==> src/rtl/can_pkg.sv <==
// Shared definitions for the CAN receiver: FSM state encoding, frame-type codes,
// field lengths and the CRC-15 single-bit update.
package can_pkg;

  typedef enum logic [3:0] {
    ST_IDLE,
    ST_SOF,
    ST_ARB,
    ST_CTRL,
    ST_DATA,
    ST_CRC,
    ST_CRCDEL,
    ST_ACK,
    ST_EOF,
    ST_ERRWAIT
  } can_state_t;

  localparam logic [1:0] FT_DATA     = 2'd0;
  localparam logic [1:0] FT_REMOTE   = 2'd1;
  localparam logic [1:0] FT_ERROR    = 2'd2;
  localparam logic [1:0] FT_OVERLOAD = 2'd3;

  localparam logic [14:0] CRC15_POLY = 15'h4599;
  localparam int          EOF_LEN    = 7;
  localparam int          IDLE_LEN   = 11;

  // One MSB-first step of the CAN CRC-15 shift register.
  function automatic logic [14:0] crc15_step(input logic [14:0] crc, input logic b);
    logic [14:0] shifted;
    shifted = {crc[13:0], 1'b0};
    return (b ^ crc[14]) ? (shifted ^ CRC15_POLY) : shifted;
  endfunction

endpackage

==> src/rtl/can_bit_timing.sv <==
// Bit-time generator: captures the timing configuration on hard sync and produces
// a one-clock sample strobe and a last-clock-of-bit strobe while a frame is active.
module can_bit_timing (
  input  logic       clk,
  input  logic       rst,
  input  logic       i_sync,
  input  logic       i_run,
  input  logic [7:0] i_quanta_div,
  input  logic [2:0] i_prop,
  input  logic [2:0] i_seg1,
  input  logic [2:0] i_seg2,
  output logic       o_sample,
  output logic       o_bit_end
);

  logic [4:0]  w_q_sp;
  logic [4:0]  w_q_bit;
  logic [12:0] w_nbit;
  logic [12:0] w_sp;
  logic [12:0] r_cnt;
  logic [12:0] r_nbit;
  logic [12:0] r_sp;

  assign w_q_sp  = 5'd1 + {2'b00, i_prop} + {2'b00, i_seg1};
  assign w_q_bit = w_q_sp + {2'b00, i_seg2};
  assign w_nbit  = {8'd0, w_q_bit} * {5'd0, i_quanta_div};
  assign w_sp    = {8'd0, w_q_sp} * {5'd0, i_quanta_div};

  // Timing is frozen at hard sync so mid-frame input changes have no effect.
  always_ff @(posedge clk) begin
    if (rst) begin
      r_cnt  <= '0;
      r_nbit <= '0;
      r_sp   <= '0;
    end else if (i_sync) begin
      r_cnt  <= '0;
      r_nbit <= w_nbit;
      r_sp   <= w_sp;
    end else if (i_run) begin
      r_cnt <= o_bit_end ? 13'd0 : r_cnt + 13'd1;
    end
  end

  assign o_bit_end = i_run && (r_cnt == r_nbit - 13'd1);
  assign o_sample  = i_run && (r_cnt == r_sp);

endmodule

==> src/rtl/can_rcv.sv <==
// CAN 2.0A/B frame receiver: FSM, bit destuffing, CRC-15 check and result registers.
// Optional ACK driving is enabled by defining CAN_RCV_ACK_EN.
module can_rcv
  import can_pkg::*;
(
  input  logic        clk,
  input  logic        rst,
  input  logic        din,
  input  logic [7:0]  quantaDiv,
  input  logic [2:0]  propQuanta,
  input  logic [2:0]  seg1Quanta,
  input  logic [2:0]  seg2Quanta,
  output logic        busy,
  output logic        rxValid,
  output logic [28:0] rxId,
  output logic        rxFormat,
  output logic [1:0]  rxFrameType,
  output logic [3:0]  rxDatalen,
  output logic [63:0] rxData,
  output logic        crcErr,
  output logic        stuffErr,
  output logic        formErr,
  output logic        ackDrive
);

  can_state_t  r_state;
  can_state_t  w_state_nxt;
  logic [5:0]  r_bitcnt;
  logic [2:0]  r_run;
  logic        r_last;
  logic [14:0] r_crc;
  logic [14:0] r_crc_rx;
  logic [28:0] r_id;
  logic        r_rtr;
  logic        r_ide;
  logic [3:0]  r_dlc;
  logic [63:0] r_data;

  logic        w_sample;
  logic        w_bit_end;
  logic        w_sync;
  logic        w_in_stuff;
  logic        w_stuff_bit;
  logic        w_data_bit;
  logic [2:0]  w_run_nxt;
  logic [3:0]  w_dlc_shift;
  logic [3:0]  w_bytes;
  logic        w_valid;
  logic        w_stuff_err;
  logic        w_form_err;
  logic        w_crc_err;

  can_bit_timing u_timing (
    .clk          (clk),
    .rst          (rst),
    .i_sync       (w_sync),
    .i_run        (r_state != ST_IDLE),
    .i_quanta_div (quantaDiv),
    .i_prop       (propQuanta),
    .i_seg1       (seg1Quanta),
    .i_seg2       (seg2Quanta),
    .o_sample     (w_sample),
    .o_bit_end    (w_bit_end)
  );

  assign w_in_stuff  = r_state inside {ST_SOF, ST_ARB, ST_CTRL, ST_DATA, ST_CRC};
  assign w_stuff_bit = w_in_stuff && (r_run == 3'd5);
  assign w_data_bit  = w_sample && w_in_stuff && !w_stuff_bit;
  assign w_run_nxt   = (din == r_last) ? r_run + 3'd1 : 3'd1;
  assign w_dlc_shift = {r_dlc[2:0], din};
  assign w_bytes     = (r_dlc > 4'd8) ? 4'd8 : r_dlc;
  assign busy        = (r_state != ST_IDLE);

  always_comb begin
    w_state_nxt = r_state;
    w_sync      = 1'b0;
    w_valid     = 1'b0;
    w_stuff_err = 1'b0;
    w_form_err  = 1'b0;
    w_crc_err   = 1'b0;
    case (r_state)
      ST_IDLE: begin
        if (!din) begin
          w_sync      = 1'b1;
          w_state_nxt = ST_SOF;
        end
      end
      ST_SOF: begin
        if (w_sample) w_state_nxt = din ? ST_IDLE : ST_ARB;
      end
      ST_ARB: begin
        if (w_data_bit && ((r_bitcnt == 6'd12 && !din) || r_bitcnt == 6'd31))
          w_state_nxt = ST_CTRL;
      end
      ST_CTRL: begin
        if (w_data_bit && r_bitcnt == (r_ide ? 6'd5 : 6'd4))
          w_state_nxt = (r_rtr || w_dlc_shift == 4'd0) ? ST_CRC : ST_DATA;
      end
      ST_DATA: begin
        if (w_data_bit && ({1'b0, r_bitcnt} == {w_bytes, 3'b000} - 7'd1))
          w_state_nxt = ST_CRC;
      end
      ST_CRC: begin
        // A run of five ending on the last CRC bit is followed by one more stuff bit.
        if (w_data_bit && r_bitcnt == 6'd14 && w_run_nxt != 3'd5)
          w_state_nxt = ST_CRCDEL;
        else if (w_sample && w_stuff_bit && r_bitcnt == 6'd15)
          w_state_nxt = ST_CRCDEL;
      end
      ST_CRCDEL: begin
        if (w_sample) begin
          if (!din) begin
            w_form_err  = 1'b1;
            w_state_nxt = ST_ERRWAIT;
          end else if (r_crc_rx != r_crc) begin
            w_crc_err   = 1'b1;
            w_state_nxt = ST_ERRWAIT;
          end else begin
            w_valid     = 1'b1;
            w_state_nxt = ST_ACK;
          end
        end
      end
      ST_ACK: begin
        if (w_sample) w_state_nxt = ST_EOF;
      end
      ST_EOF: begin
        if (w_sample) begin
          if (!din) begin
            w_form_err  = 1'b1;
            w_state_nxt = ST_ERRWAIT;
          end else if (r_bitcnt == 6'(EOF_LEN - 1)) begin
            w_state_nxt = ST_IDLE;
          end
        end
      end
      ST_ERRWAIT: begin
        if (w_sample && din && r_bitcnt == 6'(IDLE_LEN - 1)) w_state_nxt = ST_IDLE;
      end
      default: w_state_nxt = ST_IDLE;
    endcase
    if (w_sample && w_stuff_bit && (din == r_last)) begin
      w_stuff_err = 1'b1;
      w_state_nxt = ST_ERRWAIT;
    end
  end

  always_ff @(posedge clk) begin
    if (rst) begin
      r_state     <= ST_IDLE;
      r_bitcnt    <= '0;
      r_run       <= '0;
      r_last      <= 1'b1;
      r_crc       <= '0;
      r_crc_rx    <= '0;
      r_id        <= '0;
      r_rtr       <= 1'b0;
      r_ide       <= 1'b0;
      r_dlc       <= '0;
      r_data      <= '0;
      rxValid     <= 1'b0;
      rxId        <= '0;
      rxFormat    <= 1'b0;
      rxFrameType <= '0;
      rxDatalen   <= '0;
      rxData      <= '0;
      crcErr      <= 1'b0;
      stuffErr    <= 1'b0;
      formErr     <= 1'b0;
    end else begin
      r_state  <= w_state_nxt;
      rxValid  <= w_valid;
      crcErr   <= w_crc_err;
      stuffErr <= w_stuff_err;
      formErr  <= w_form_err;

      if (w_state_nxt != r_state)
        r_bitcnt <= '0;
      else if (r_state == ST_ERRWAIT && w_sample)
        r_bitcnt <= din ? r_bitcnt + 6'd1 : 6'd0;
      else if (w_data_bit || (w_sample && !w_in_stuff))
        r_bitcnt <= r_bitcnt + 6'd1;

      if (w_sync) begin
        r_run    <= '0;
        r_last   <= 1'b1;
        r_crc    <= '0;
        r_crc_rx <= '0;
        r_id     <= '0;
        r_rtr    <= 1'b0;
        r_ide    <= 1'b0;
        r_dlc    <= '0;
        r_data   <= '0;
      end else begin
        // A valid stuff bit differs from r_last, so it restarts the run at 1.
        if (w_sample && w_in_stuff) begin
          r_run  <= w_run_nxt;
          r_last <= din;
        end
        if (w_data_bit && r_state != ST_CRC) r_crc <= crc15_step(r_crc, din);
        if (w_data_bit) begin
          case (r_state)
            ST_ARB: begin
              if (r_bitcnt == 6'd11 || r_bitcnt == 6'd31) r_rtr <= din;
              else if (r_bitcnt == 6'd12) r_ide <= din;
              else r_id <= {r_id[27:0], din};
            end
            ST_CTRL: r_dlc <= w_dlc_shift;
            ST_DATA: r_data[6'd63 - r_bitcnt] <= din;
            ST_CRC:  r_crc_rx <= {r_crc_rx[13:0], din};
            default: ;
          endcase
        end
      end

      if (w_valid) begin
        rxId        <= r_ide ? r_id : {r_id[10:0], 18'd0};
        rxFormat    <= r_ide;
        rxFrameType <= r_rtr ? FT_REMOTE : FT_DATA;
        rxDatalen   <= r_dlc;
        rxData      <= r_data;
      end
    end
  end

`ifdef CAN_RCV_ACK_EN
  // ACK is only reached after a good CRC; drive across the full following bit.
  logic r_ack;
  always_ff @(posedge clk) begin
    if (rst)
      r_ack <= 1'b0;
    else if (r_ack && w_bit_end)
      r_ack <= 1'b0;
    else if (r_state == ST_ACK && w_bit_end)
      r_ack <= 1'b1;
  end
  assign ackDrive = r_ack;
`else
  logic w_unused_bit_end;
  assign w_unused_bit_end = w_bit_end;
  assign ackDrive         = 1'b0;
`endif

endmodule
==> config.mk <==
export PLATFORM = sky130hd
export DESIGN_NAME = can_rcv
export DESIGN_NICKNAME = d
export VERILOG_FILES = /design/src/rtl/can_pkg.sv /design/src/rtl/can_bit_timing.sv /design/src/rtl/can_rcv.sv
export SDC_FILE = /design/constraint.sdc
export NUM_CORES = 1
export LEC_CHECK = 0
export ABC_AREA = 1
export CAP_MARGIN = 25
export CORE_AREA = 5 5 229 231
export CTS_CLUSTER_SIZE = 8
export DETAILED_ROUTE_END_ITERATION = 12
export DIE_AREA = 0 0 234 236
export PLACE_DENSITY_LB_ADDON = 0.15
export SLEW_MARGIN = 25
export SYNTH_ARGS = -nofsm -noshare
export SYNTH_HDL_FRONTEND = slang
export SYNTH_SLANG_ARGS = --single-unit
==> constraint.sdc <==
create_clock -name clk -period 6.5 [get_ports clk]
set_input_delay 0.65 -clock clk [delete_from_list [all_inputs] [get_ports clk]]
set_output_delay 0.65 -clock clk [all_outputs]
set_load 0.02 [all_outputs]
# Yosys cells after proc, flatten, opt, wreduce, memory -nomap -nowiden
# Cells that the tools add are included.
# W data, S select, Z words.
[totals]
in_bits = 20
mem_bits_rw = 0
memories = 0
latch_bits = 0
reg_bits = 286
romBits = 0
[op_classes]
n_shift = 0
mul = 2
muxes = 40
div_mod_pow = 0
reduce_logical = 43
n_bitwise = 8
n_addsub = 9
n_lt_le_gt_ge = 3
eq_ne = 26
[op_table]
columns = ["op", "count"]
rows = [
  ["$mux W4", 17],
  ["$bwmux W64", 1],
  ["$pmux W4 S10", 1],
  ["$eq A6 B4 Y1 const B", 5],
  ["$mux W29", 1],
  ["$eq A13 B13 Y1", 2],
  ["$mul A5 B8 Y13", 2],
  ["$logic_and A1 B1 Y1", 20],
  ["$mux W6", 3],
  ["$eq A4 B3 Y1 const B", 4],
  ["$mux W15", 1],
  ["$ne A15 B15 Y1", 1],
  ["$add A13 B1 Y13 const B", 1],
  ["$mux W13", 1],
  ["$sub A13 B1 Y13 const B", 1],
  ["$mux W1", 12],
  ["$add A5 B3 Y5", 2],
  ["$eq A4 B2 Y1 const B", 2],
  ["$eq A4 B4 Y1 const B", 2],
  ["$logic_not A4 Y1", 2],
  ["$reduce_and A4 Y1", 2],
  ["$eq A6 B7 Y1", 1],
  ["$lt A6 B7 Y1 const B", 1],
  ["$not A7 Y7", 1],
  ["other kinds (31)", 45],
]

# Logic depth before layout (Yosys ltp)
# Gate-level depths: netlist of the first run.
[depth]
depth_word = 12
ltp_mapped = 34
mapped_depth_nobuf = 34

# Hierarchy
# Synthesis of the first run repeated with hierarchy kept, for this count alone.
[hier_totals]
cells_unflattened = 2019
hier_area_um2 = 14863.0
[modules_own_cells]
columns = ["mod", "area_per_inst_um2", "seq_area_each_um2", "instances", "cells_each"]
rows = [
  ["can_rcv", 10068.4, 4924.7, 1, 1314],
  ["can_bit_timing", 4794.6, 780.7, 1, 705],
]

# Worst setup path after synthesis of the first run
# Ideal clock, no wire load.
[synth_path]
path_kind = "input -> register"
start = "input port propQuanta[0]"
end = "register u_timing.r_nbit[12]"
arrival_time_ps = 5949
path_stages = 28
path_slack_ps = 477
setup_ps = 74
path_cell_list = "ha_1 -> inv_1 -> fa_1 -> clkbuf_1 -> inv_1 -> fa_1 -> a31oi_1 -> xor2_1 -> nor2_1 -> fa_1 -> fa_1 -> inv_1 -> fa_1 -> inv_1 -> ha_1 -> a21oi_1 -> o21ai_0 -> nand2_1 -> nand2_1 -> a21oi_1 -> inv_1 -> nand3_1 -> nand2_1 -> nand2_1 -> a21oi_1 -> o21ai_0 -> nand2_1 -> o21ai_0"
[synth_via]
elab_chain_len = 4
[synth_lines]
columns = ["element", "line_no", "source"]
rows = [
  ["start, declared", "can_rcv.sv:10", "input logic [2:0] propQuanta,"],
  ["$add A1 B3 Y4", "can_bit_timing.sv:24", "assign w_q_sp = 5'd1 + {2'b00, i_prop} + {2'b00, i_seg1};"],
  ["$add A5 B3 Y5", "can_bit_timing.sv:24", ""],
  ["$add A5 B3 Y5", "can_bit_timing.sv:25", "assign w_q_bit = w_q_sp + {2'b00, i_seg2};"],
  ["$mul A5 B8 Y13", "can_bit_timing.sv:26", "assign w_nbit = {8'd0, w_q_bit} * {5'd0, i_quanta_div};"],
  ["end signal, assigned", "can_bit_timing.sv:37", "r_nbit <= w_nbit;"],
  ["end, declared", "can_bit_timing.sv:21", "logic [12:0] r_nbit;"],
]
# No other way between the ends.
# A chain may end at the register's enable or synchronous reset.

# Final worst setup path of the first run
# Ends and elaborated chain as after synthesis.

==> results of run 1 <==
## cell usage after synthesis, drive strengths merged, types with 4 or more instances
master,count,area share
o21ai,170,0.057
clkbuf,60,0.015
nand3b,4,0.0020
nand2,307,0.078
ha,57,0.048
nor2,267,0.071
xor2,41,0.024
nand4,12,0.0050
or2,7,0.0029
a211oi,79,0.040
o22ai,8,0.0034
dfxtp,285,0.38
nand3,82,0.028
xnor2,15,0.0093
nor3,49,0.021
fa,38,0.051
o21bai,5,0.0025
inv,299,0.075
buf,30,0.010
a31oi,41,0.017
a21oi,143,0.048
## sequential cells by signal, indices dropped and copies added, names as in the netlist, 3 cells and up
signal,count
r_state,4
r_crc_rx,15
u_timing.r_nbit,13
r_bitcnt,6
rxId,29
rxDatalen,4
u_timing.r_sp,13
r_run,3
r_crc,15
r_data,64
rxData,64
r_dlc,4
u_timing.r_cnt,13
r_id,29
## critical path: cells and delay by family
| family | cells | cell delay, ns |
|---|---|---|
| buffers and inverters | 6 | 0.72 |
| xor gates and xnor gates | 1 | 0.23 |
| adders and majority gates | 7 | 2.93 |
| AOI/OAI and AO/OA | 7 | 0.94 |
| and+or+nand+nor | 11 | 1.03 |
## per-stage QoR
stage	power, W	instances	utilization
final	0.00515	2804	0.361
after global routing	0.00554	2804	0.361
after CTS	0.00525	2803	0.361
after detailed placement	0.00329	2756	0.339
after global placement	0.00328	2756	0.339
after floorplan	0.00290	2017	-
## cell type report
class / instances / area, um^2 / share of cell area
Clock buffer: 45 / 1060 / 0.0590
Timing Repair Buffer: 158 / 1500 / 0.0834
Tap cell: 672 / 841 / 0.0467
Sequential cell: 285 / 5710 / 0.317
Inverter: 300 / 1130 / 0.0626
Clock inverter: 2 / 36.3 / 0.00201
Multi-Input combinational cell: 1342 / 7740 / 0.430
## how the worst max path moves through the flow
stage / start / end / slack [ns] / depth (start not counted)
final: propQuanta[0] / u_timing.r_nbit[12] / 0.49 / 32
after global placement: propQuanta[0] / u_timing.r_nbit[12] / -0.01 / 31
after detailed placement: propQuanta[0] / u_timing.r_nbit[12] / -0.11 / 31
after CTS: propQuanta[0] / u_timing.r_nbit[12] / 0.47 / 31
after floorplan: propQuanta[0] / u_timing.r_nbit[12] / 0.48 / 28
after global routing: propQuanta[0] / u_timing.r_nbit[12] / 0.009 / 32
## cell families (layout without fill, tap and decap cells)
kind of cell / count (synthesis) / count (layout) / share of synthesized area
compound gates: 456 / 456 / 0.174
simple gates: 733 / 733 / 0.211
other cells: 1 / 2 / 0.000251
flops: 285 / 285 / 0.382
buf+inv: 390 / 505 / 0.101
xor+xnor: 56 / 56 / 0.0334
fa+ha+maj: 95 / 95 / 0.0988
## power breakdown
part / internal [W] / total (W) / leakage [nW] / switching (W)
logic: 0.000549 / 0.00140 / 4.40 / 0.000855
clock network: 0.00114 / 0.00190 / 0.538 / 0.000761
registers: 0.00180 / 0.00184 / 2.30 / 0.0000423
total: 0.00349 / 0.00515 / 7.24 / 0.00166
## what timing repair did
action                                 CTS  global route
buffers inserted                         0             0
endpoints found under the hold margin    0             0
resized for setup                        0             1
setup endpoints to repair                0             1
## layer usage
layer / vias up / GRT usage / wire length (um)
met5: - / 0 / 0
met4: 0 / 0.0434 / 1080
met3: 66 / 0.0248 / 1570
met2: 200 / 0.260 / 19700
met1: 6019 / 0.207 / 20200
li1: 6791 / - / -
==> impl_metrics.py, run 1 <==
metrics = {
    "setup_path": {
        "path_common_cell": "nand2_1",
        "rr_worst_depth": 11,
        "r2r_start": "r_state[0]",
        "endpoint_kind": "flip-flop",
        "cp_slowest_cell": "fa_1",
        "regToRegEndpoint": "u_timing.r_sp[4]",
        "arrival_ns": 6.49,
        "r2r_slack_ns": 3.34,
        "cp.required_ns": 6.98,
        "crit_fanout": 4,
        "worst_setup_path_start_kind": "input port",
        "crit_path_max_incr_delay_ns": 0.55,
        "crit_type": "in2reg",
    },
    "timing": {
        "max_freq_mhz": 166,
        "slew_violations": 0,
        "holdWs_ns": 0.451,
        "worst_slew_pin_slew_ns": 1.09,
        "timing.final.ws_setup_ns": 0.489,
        "tns_ns": 0,
        "setup_viol_count_final": 0,
        "rsz0062_at_grt": "false",
        "maxSlewHeadroom": 0.268,
        "post-route-period-util": 0.925,
        "period_minus_slack_ns": 6.01,
        "final-hold-violation-count": 0,
        "skew_ns": 0.0304,
    },
    "yosys": {
        "synth_seq_area_share": 0.382,
        "synth_edf_count": 0,
        "avgSynthCellArea_um2": 7.40,
        "ys_async_sr_fraction": 0,
        "syn_area_um2": 14900,
        "syn_inst": 2016,
        "ys_types": 47,
        "synth-seq-cells": 285,
        "yosysWarnings": 0,
        "synth-main-ff-cell": "dfxtp_1",
    },
    "routing": {
        "drt_wl_total_um": 42600,
        "dr.pass1.iters": 6,
        "ant_nets": 0,
        "drtIter0Drc": 693,
        "route.detailed.drc": 0,
        "wl_per_cell_um": 15.2,
        "vias": 13076,
        "via_per_inst": 4.66,
    },
    "floorplan": {
        "num_rows": 82,
        "initial_utilization": 0.299,
        "die_area_um2": 55200,
        "core_um2": 49900,
        "ioPinCount": 126,
        "dieHeight_um": 236,
        "die_x_um": 234,
    },
    "global_routing": {
        "grt_pass1_vias": 13294,
        "antenna_found_initial": 0,
        "grt_max_degree": 180,
        "grt_usage": 0.155,
        "grt_overflow_total": 0,
        "grt_pass1_wl_um": 70600,
    },
    "power_and_ir_drop": {
        "leakage_nw": 7.24,
        "powerDensity_nw_per_um2": 286,
        "vdd_drop_max_uv": 176,
    },
    "cts": {
        "ctsLongestPathBuffers": 3,
        "clock-sinks": 285,
        "cts_tree": "done",
        "clock_latency_ns": 0.56,
        "clk_pin_slew_worst_paths_ns": 0.05,
        "hold_buffers": 0,
        "cts_made_buffers": 41,
        "htree_levels": 2,
        "cts_root_buffer": "clkbuf_16",
    },
    "place": {
        "hpwl_um": 30500,
        "dpl_cell_area_um2": 16900,
        "place_ws_ns": -0.105,
        "gp_congestion": 0.859,
        "port_buffers": 123,
    },
    "worst_hold_path": {
        "whs_endpoint": "rxData[40]",
        "hold_start": "r_data[40]",
        "worstHoldPathCells": 2,
        "hp-class": "reg2reg",
    },
    "run": {
        "maxCapViolCount": 0,
    },
    "final_layout": {
        "nFillCells": 5342,
        "nets": 2243,
        "layout_commonest_cell": "nand2_1",
        "area.growth.synth_to_final_pct": 20.8,
        "drive_above_1_share": 0.0675,
        "final_cell_mix": "nand2_1, dfxtp_1, inv_1",
        "design_area_um2": 18000,
        "n_antenna_cell": 0,
    },
    "run_status": {
        "status": "finished clean",
    },
}
(Power assumes the default switching activity.)
==> inputs of run 2 (changes only) <==
ABC_CLOCK_PERIOD_IN_PS = 6500   (was default)
CORE_AREA = 5 5 166 168   (was 5 5 229 231)
DIE_AREA = 0 0 171 173   (was 0 0 234 236)
==> run 2 against run 1 <==
Compared with the run above: sequential power barely moved; non-clock buffer count did not move; core utilization up 32 points.
==> impl_metrics.py, run 2 (synthesis gave the netlist of run 1 again) <==
metrics = {
    "floorplan": {
        "initial_utilization": 0.579,
        "core_um2": 25800,
        "ioPinCount": 126,
        "dieHeight_um": 173,
        "num_rows": 59,
        "die_x_um": 171,
        "die_area_um2": 29600,
    },
    "timing": {
        "timing.final.ws_setup_ns": 0.402,
        "setup_viol_count_final": 0,
        "period_minus_slack_ns": 6.10,
        "holdWs_ns": 0.449,
        "slew_violations": 0,
        "skew_ns": 0.0146,
        "post-route-period-util": 0.938,
        "rsz0062_at_grt": "false",
        "worst_slew_pin_slew_ns": 1.00,
        "maxSlewHeadroom": 0.330,
        "final-hold-violation-count": 0,
        "max_freq_mhz": 164,
    },
    "routing": {
        "ant_nets": 0,
        "route.detailed.drc": 0,
        "via_per_inst": 5.47,
        "drt_wl_total_um": 37900,
        "dr.pass1.iters": 5,
        "drtIter0Drc": 1070,
        "wl_per_cell_um": 15.4,
        "vias": 13489,
    },
    "power_and_ir_drop": {
        "switching_share": 0.323,
        "powerDensity_nw_per_um2": 291,
        "seqPwrFrac": 0.359,
        "intPower_w": 0.00347,
        "comb_power_share": 0.272,
        "clock_power_share": 0.368,
        "p_total_w": 0.00512,
        "leakage_nw": 7.23,
        "vdd_drop_max_uv": 264,
        "power_switching_w": 0.00165,
    },
    "worst_hold_path": {
        "worstHoldPathCells": 2,
        "hp-class": "reg2reg",
        "hold_start": "r_data[31]",
        "whs_endpoint": "rxData[31]",
    },
    "setup_path": {
        "crit_fanout": 4,
        "rr_worst_depth": 16,
        "endpoint_kind": "flip-flop",
        "path_common_cell": "nand2_1",
        "cp.required_ns": 6.97,
        "regToRegEndpoint": "r_bitcnt[4]",
        "crit_path_max_incr_delay_ns": 0.55,
        "crit_type": "in2reg",
        "r2r_start": "u_timing.r_cnt[0]",
        "arrival_ns": 6.56,
        "cp_slowest_cell": "fa_1",
        "r2r_slack_ns": 3.39,
        "worst_setup_path_start_kind": "input port",
    },
    "run_status": {
        "status": "finished clean",
    },
    "final_layout": {
        "design_area_um2": 17600,
        "n_antenna_cell": 0,
        "fin_cells": 2466,
        "reg_top3": "r_data (64), rxData (64)",
        "nets": 2243,
        "drive_above_1_share": 0.0671,
        "nFillCells": 2196,
        "final_cell_mix": "nand2_1, dfxtp_1, inv_1",
        "area.growth.synth_to_final_pct": 17.9,
        "layout_commonest_cell": "nand2_1",
    },
    "place": {
        "port_buffers": 123,
        "place_ws_ns": -0.119,
        "hpwl_um": 26400,
        "gp_congestion": 0.907,
        "dpl.cell_count": 2420,
        "dpl_cell_area_um2": 16500,
    },
    "cts": {
        "clk_pin_slew_worst_paths_ns": 0.05,
        "ctsLongestPathBuffers": 3,
        "clock_latency_ns": 0.53,
        "cts_made_buffers": 41,
        "htree_levels": 2,
        "hold_buffers": 0,
        "cts_root_buffer": "clkbuf_16",
        "cts_tree": "done",
        "clock-sinks": 285,
    },
    "global_routing": {
        "antenna_found_initial": 0,
        "grt_max_degree": 92,
        "grt_pass1_vias": 13025,
        "grt_overflow_total": 0,
        "grt_pass1_wl_um": 64000,
        "grt_usage": 0.256,
    },
    "run": {
        "maxCapViolCount": 0,
    },
}
## run 2: changes by cell type in the layout (fill, tap and decap cells not counted), moves of 2 or more
cell      previous run  this run
nor3_2               4         1
clkbuf_1             3         1
a21oi_2              0         2
nor3_1              39        42
a21oi_1            143       141
buf_4               34        36
## run 2: final cells by class
class | count | area [um^2] | share of cell area
inverters | 300 | 1130 | 0.0640
clock buffers | 43 | 1040 | 0.0593
multi-input cells | 1342 | 7740 | 0.440
well taps | 335 | 419 | 0.0238
repair buffers | 158 | 1490 | 0.0848
flip-flops and latches | 285 | 5710 | 0.324
clock inverters | 3 | 66.3 | 0.00377
## run 2: timing repair
item,in CTS,in global routing
buffers inserted,0,0
gates resized for setup,0,5
setup endpoints to repair,0,2
## run 2: layer usage
layer	global-route usage	up-vias	share of wire
met5	0	-	0
met4	0.0746	0	0.023
met3	0.0368	60	0.064
met2	0.424	396	0.47
met1	0.347	6257	0.44
li1	-	6776	-
## run 2: worst max path at each step
stage / start / to / slack (ns) / cells after the start
after global routing: propQuanta[0] / u_timing.r_nbit[12] / 0.0004 / 33
final: propQuanta[0] / u_timing.r_nbit[11] / 0.40 / 33
after floorplan: propQuanta[0] / u_timing.r_nbit[12] / 0.48 / 28
after CTS: propQuanta[0] / u_timing.r_nbit[12] / 0.41 / 31
after detailed placement: propQuanta[0] / u_timing.r_nbit[12] / -0.12 / 31
after global placement: propQuanta[0] / u_timing.r_nbit[11] / 0.03 / 34
## run 2: critical path: cells and delay by family
family | cells | cell delay, ns
AO/OA/AOI/OAI | 5 | 0.69
XOR/XNOR | 1 | 0.29
adder cells (fa/ha/maj) | 7 | 2.89
buffers and inverters | 8 | 0.94
AND/OR/NAND/NOR | 12 | 1.09
## run 2: power groups by stage
| stage | registers [W] | clock network, W | logic, W |
|---|---|---|---|
| finish | 0.00184 | 0.00189 | 0.00139 |
| global route | 0.00184 | 0.00200 | 0.00163 |
| CTS | 0.00184 | 0.00191 | 0.00139 |
| detailed placement | 0.00187 | 0 | 0.00137 |
| global placement | 0.00187 | 0 | 0.00134 |
| floorplan | 0.00186 | 0 | 0.00104 |
## run 2: per-stage QoR
step / utilization / TNS, ns
after floorplan: - / 0
after global placement: 0.639 / 0
after detailed placement: 0.639 / -0.214
after CTS: 0.682 / 0
after global routing: 0.683 / 0
final: 0.683 / 0
==> inputs of run 3 (changes only) <==
ABC_CLOCK_PERIOD_IN_PS = 7250   (was 6500)
CORE_AREA = 5 5 160 162   (was 5 5 166 168)
DIE_AREA = 0 0 165 167   (was 0 0 171 173)
clock period = 7.25 ns   (was 6.5 ns; I/O delays follow)
==> run 3 against run 2 <==
Compared with the run above: setup slack gained 0.45 ns; final cell count down 1.1%; clock power decreased by 8%; core utilization grew 4.8 points; sequential power fell by 10%; global-route usage rose by 1.5 points; sequential share of layout area increased by 0.15 points; sequential cell count is the same; cell area decreased by 0.47%; largest power group unchanged; critical endpoint is now u_timing.r_nbit[12]; highest routed layer unchanged.
==> impl_metrics.py, run 3 (synthesis gave the netlist of run 1 again) <==
metrics = {
    "place": {
        "hpwl_um": 25800,
        "port_buffers": 123,
        "gp_congestion": 0.933,
        "place_ws_ns": 0.367,
    },
    "cts": {
        "cts_made_buffers": 42,
        "htree_levels": 2,
        "post_cts_buffers": 0,
        "clock-sinks": 285,
        "clk_pin_slew_worst_paths_ns": 0.05,
        "cts_root_buffer": "clkbuf_16",
        "cts_tree": "done",
        "ctsResizeCount": 0,
        "ctsLongestPathBuffers": 3,
        "clock_latency_ns": 0.54,
        "hold_buffers": 0,
    },
    "setup_path": {
        "crit_type": "in2reg",
        "cp_slowest_cell": "fa_1",
        "path_common_cell": "nand2_1",
        "cp.required_ns": 7.69,
        "crit_fanout": 7,
        "endpoint_kind": "flip-flop",
        "arrival_ns": 6.84,
        "crit_path_max_incr_delay_ns": 0.55,
        "crit_family": "adder cells",
        "worst_setup_path_start_kind": "input port",
        "path_buf_inv": 7,
    },
    "run": {
        "maxCapViolCount": 0,
    },
    "floorplan": {
        "num_rows": 57,
        "core_um2": 24000,
        "initial_utilization": 0.622,
        "dieHeight_um": 167,
        "die_x_um": 165,
        "ioPinCount": 126,
        "die_area_um2": 27600,
    },
    "timing": {
        "max_freq_mhz": 156,
        "final-hold-violation-count": 0,
        "post-route-period-util": 0.883,
        "setup_viol_count_final": 0,
        "worst_slew_pin_slew_ns": 0.971,
        "period_minus_slack_ns": 6.40,
        "tns_ns": 0,
        "maxSlewHeadroom": 0.351,
        "timing.final.ws_setup_ns": 0.850,
        "rsz0062_at_grt": "false",
        "slew_violations": 0,
        "skew_ns": 0.0301,
    },
    "run_status": {
        "status": "finished clean",
    },
    "global_routing": {
        "grt_pass1_vias": 13055,
        "antenna_found_initial": 0,
        "grt_max_degree": 180,
        "grt_usage": 0.271,
        "grt_overflow_total": 0,
        "grt_pass1_wl_um": 62700,
    },
    "final_layout": {
        "nets": 2226,
        "final_cell_mix": "nand2_1, dfxtp_1, inv_1",
        "drive_above_1_share": 0.0595,
        "reg_top3": "r_data (64), rxData (64)",
        "final_util": 0.731,
        "area.growth.synth_to_final_pct": 17.4,
        "n_antenna_cell": 0,
        "layout_commonest_cell": "nand2_1",
    },
    "worst_hold_path": {
        "hp-class": "reg2reg",
    },
    "power_and_ir_drop": {
        "vdd_drop_max_uv": 280,
        "powerDensity_nw_per_um2": 262,
        "leakage_nw": 7.17,
    },
    "routing": {
        "ant_nets": 0,
        "drt_wl_total_um": 37600,
        "via_per_inst": 5.56,
        "dr.pass1.iters": 6,
        "vias": 13568,
        "route.detailed.drc": 0,
        "wl_per_cell_um": 15.4,
        "drtIter0Drc": 1085,
    },
}
run 3: changes by cell type in the layout (fill, tap and decap cells not counted), moves of 2 or more:
cell     before  now
buf_4        36   16
a21oi_1     141  143
a21oi_2       2    0
buf_12        0    2
nor3_1       42   40
nor3_2        1    3
o21ai_0     138  140
o21ai_1      32   30
run 3: final timing paths:
| path | startpoint | end | slack (ns) | depth (start not counted) |
|---|---|---|---|---|
| min reg2reg | r_data[0] | rxData[0] | 0.45 | 2 |
| min | r_data[0] | rxData[0] | 0.45 | 2 |
| max reg2reg | r_state[0] | r_bitcnt[3] | 4.10 | 16 |
| max | propQuanta[0] | u_timing.r_nbit[12] | 0.85 | 33 |
run 3: per-layer routing:
layer	part of all wire	vias up	GRT usage
met4	0.027	0	0.0825
li1	-	6743	-
met3	0.068	91	0.0437
met2	0.47	459	0.454
met5	0	-	0
met1	0.43	6275	0.358
run 3: stage by stage:
step	power [W]	std cells	hold WS, ns	cell area [um^2]
2_1_floorplan	0.00260	2017	0.428	14900
3_3_place_gp	0.00284	2391	0.439	16400
3_5_place_dp	0.00286	2391	0.444	16400
4_1_cts	0.00461	2440	0.449	17500
5_1_grt	0.00488	2440	0.470	17500
6_report	0.00458	2440	0.450	17500
run 3: tightest hold or removal path, cell delays in order (launching register included):
cell	delay [ns]
dfxtp_1	0.29
inv_1	0.06
a211oi_1	0.06
run 3: final cells by class:
class | instances | area, um^2
multi-input combinational | 1342 | 7740
fill | 1950 | 6450
sequential | 285 | 5710
timing repair buffer | 140 | 1380
inverter | 300 | 1130
clock buffer | 44 | 1060
tap | 324 | 405
clock inverter | 5 | 96.3
run 3: report_power, final:
| part | internal (W) | switching (W) | leakage, nW |
|---|---|---|---|
| sequential | 0.00161 | 0.0000386 | 2.30 |
| clock | 0.00107 | 0.000671 | 0.560 |
| combinational | 0.000444 | 0.000752 | 4.31 |
| total | 0.00312 | 0.00146 | 7.17 |
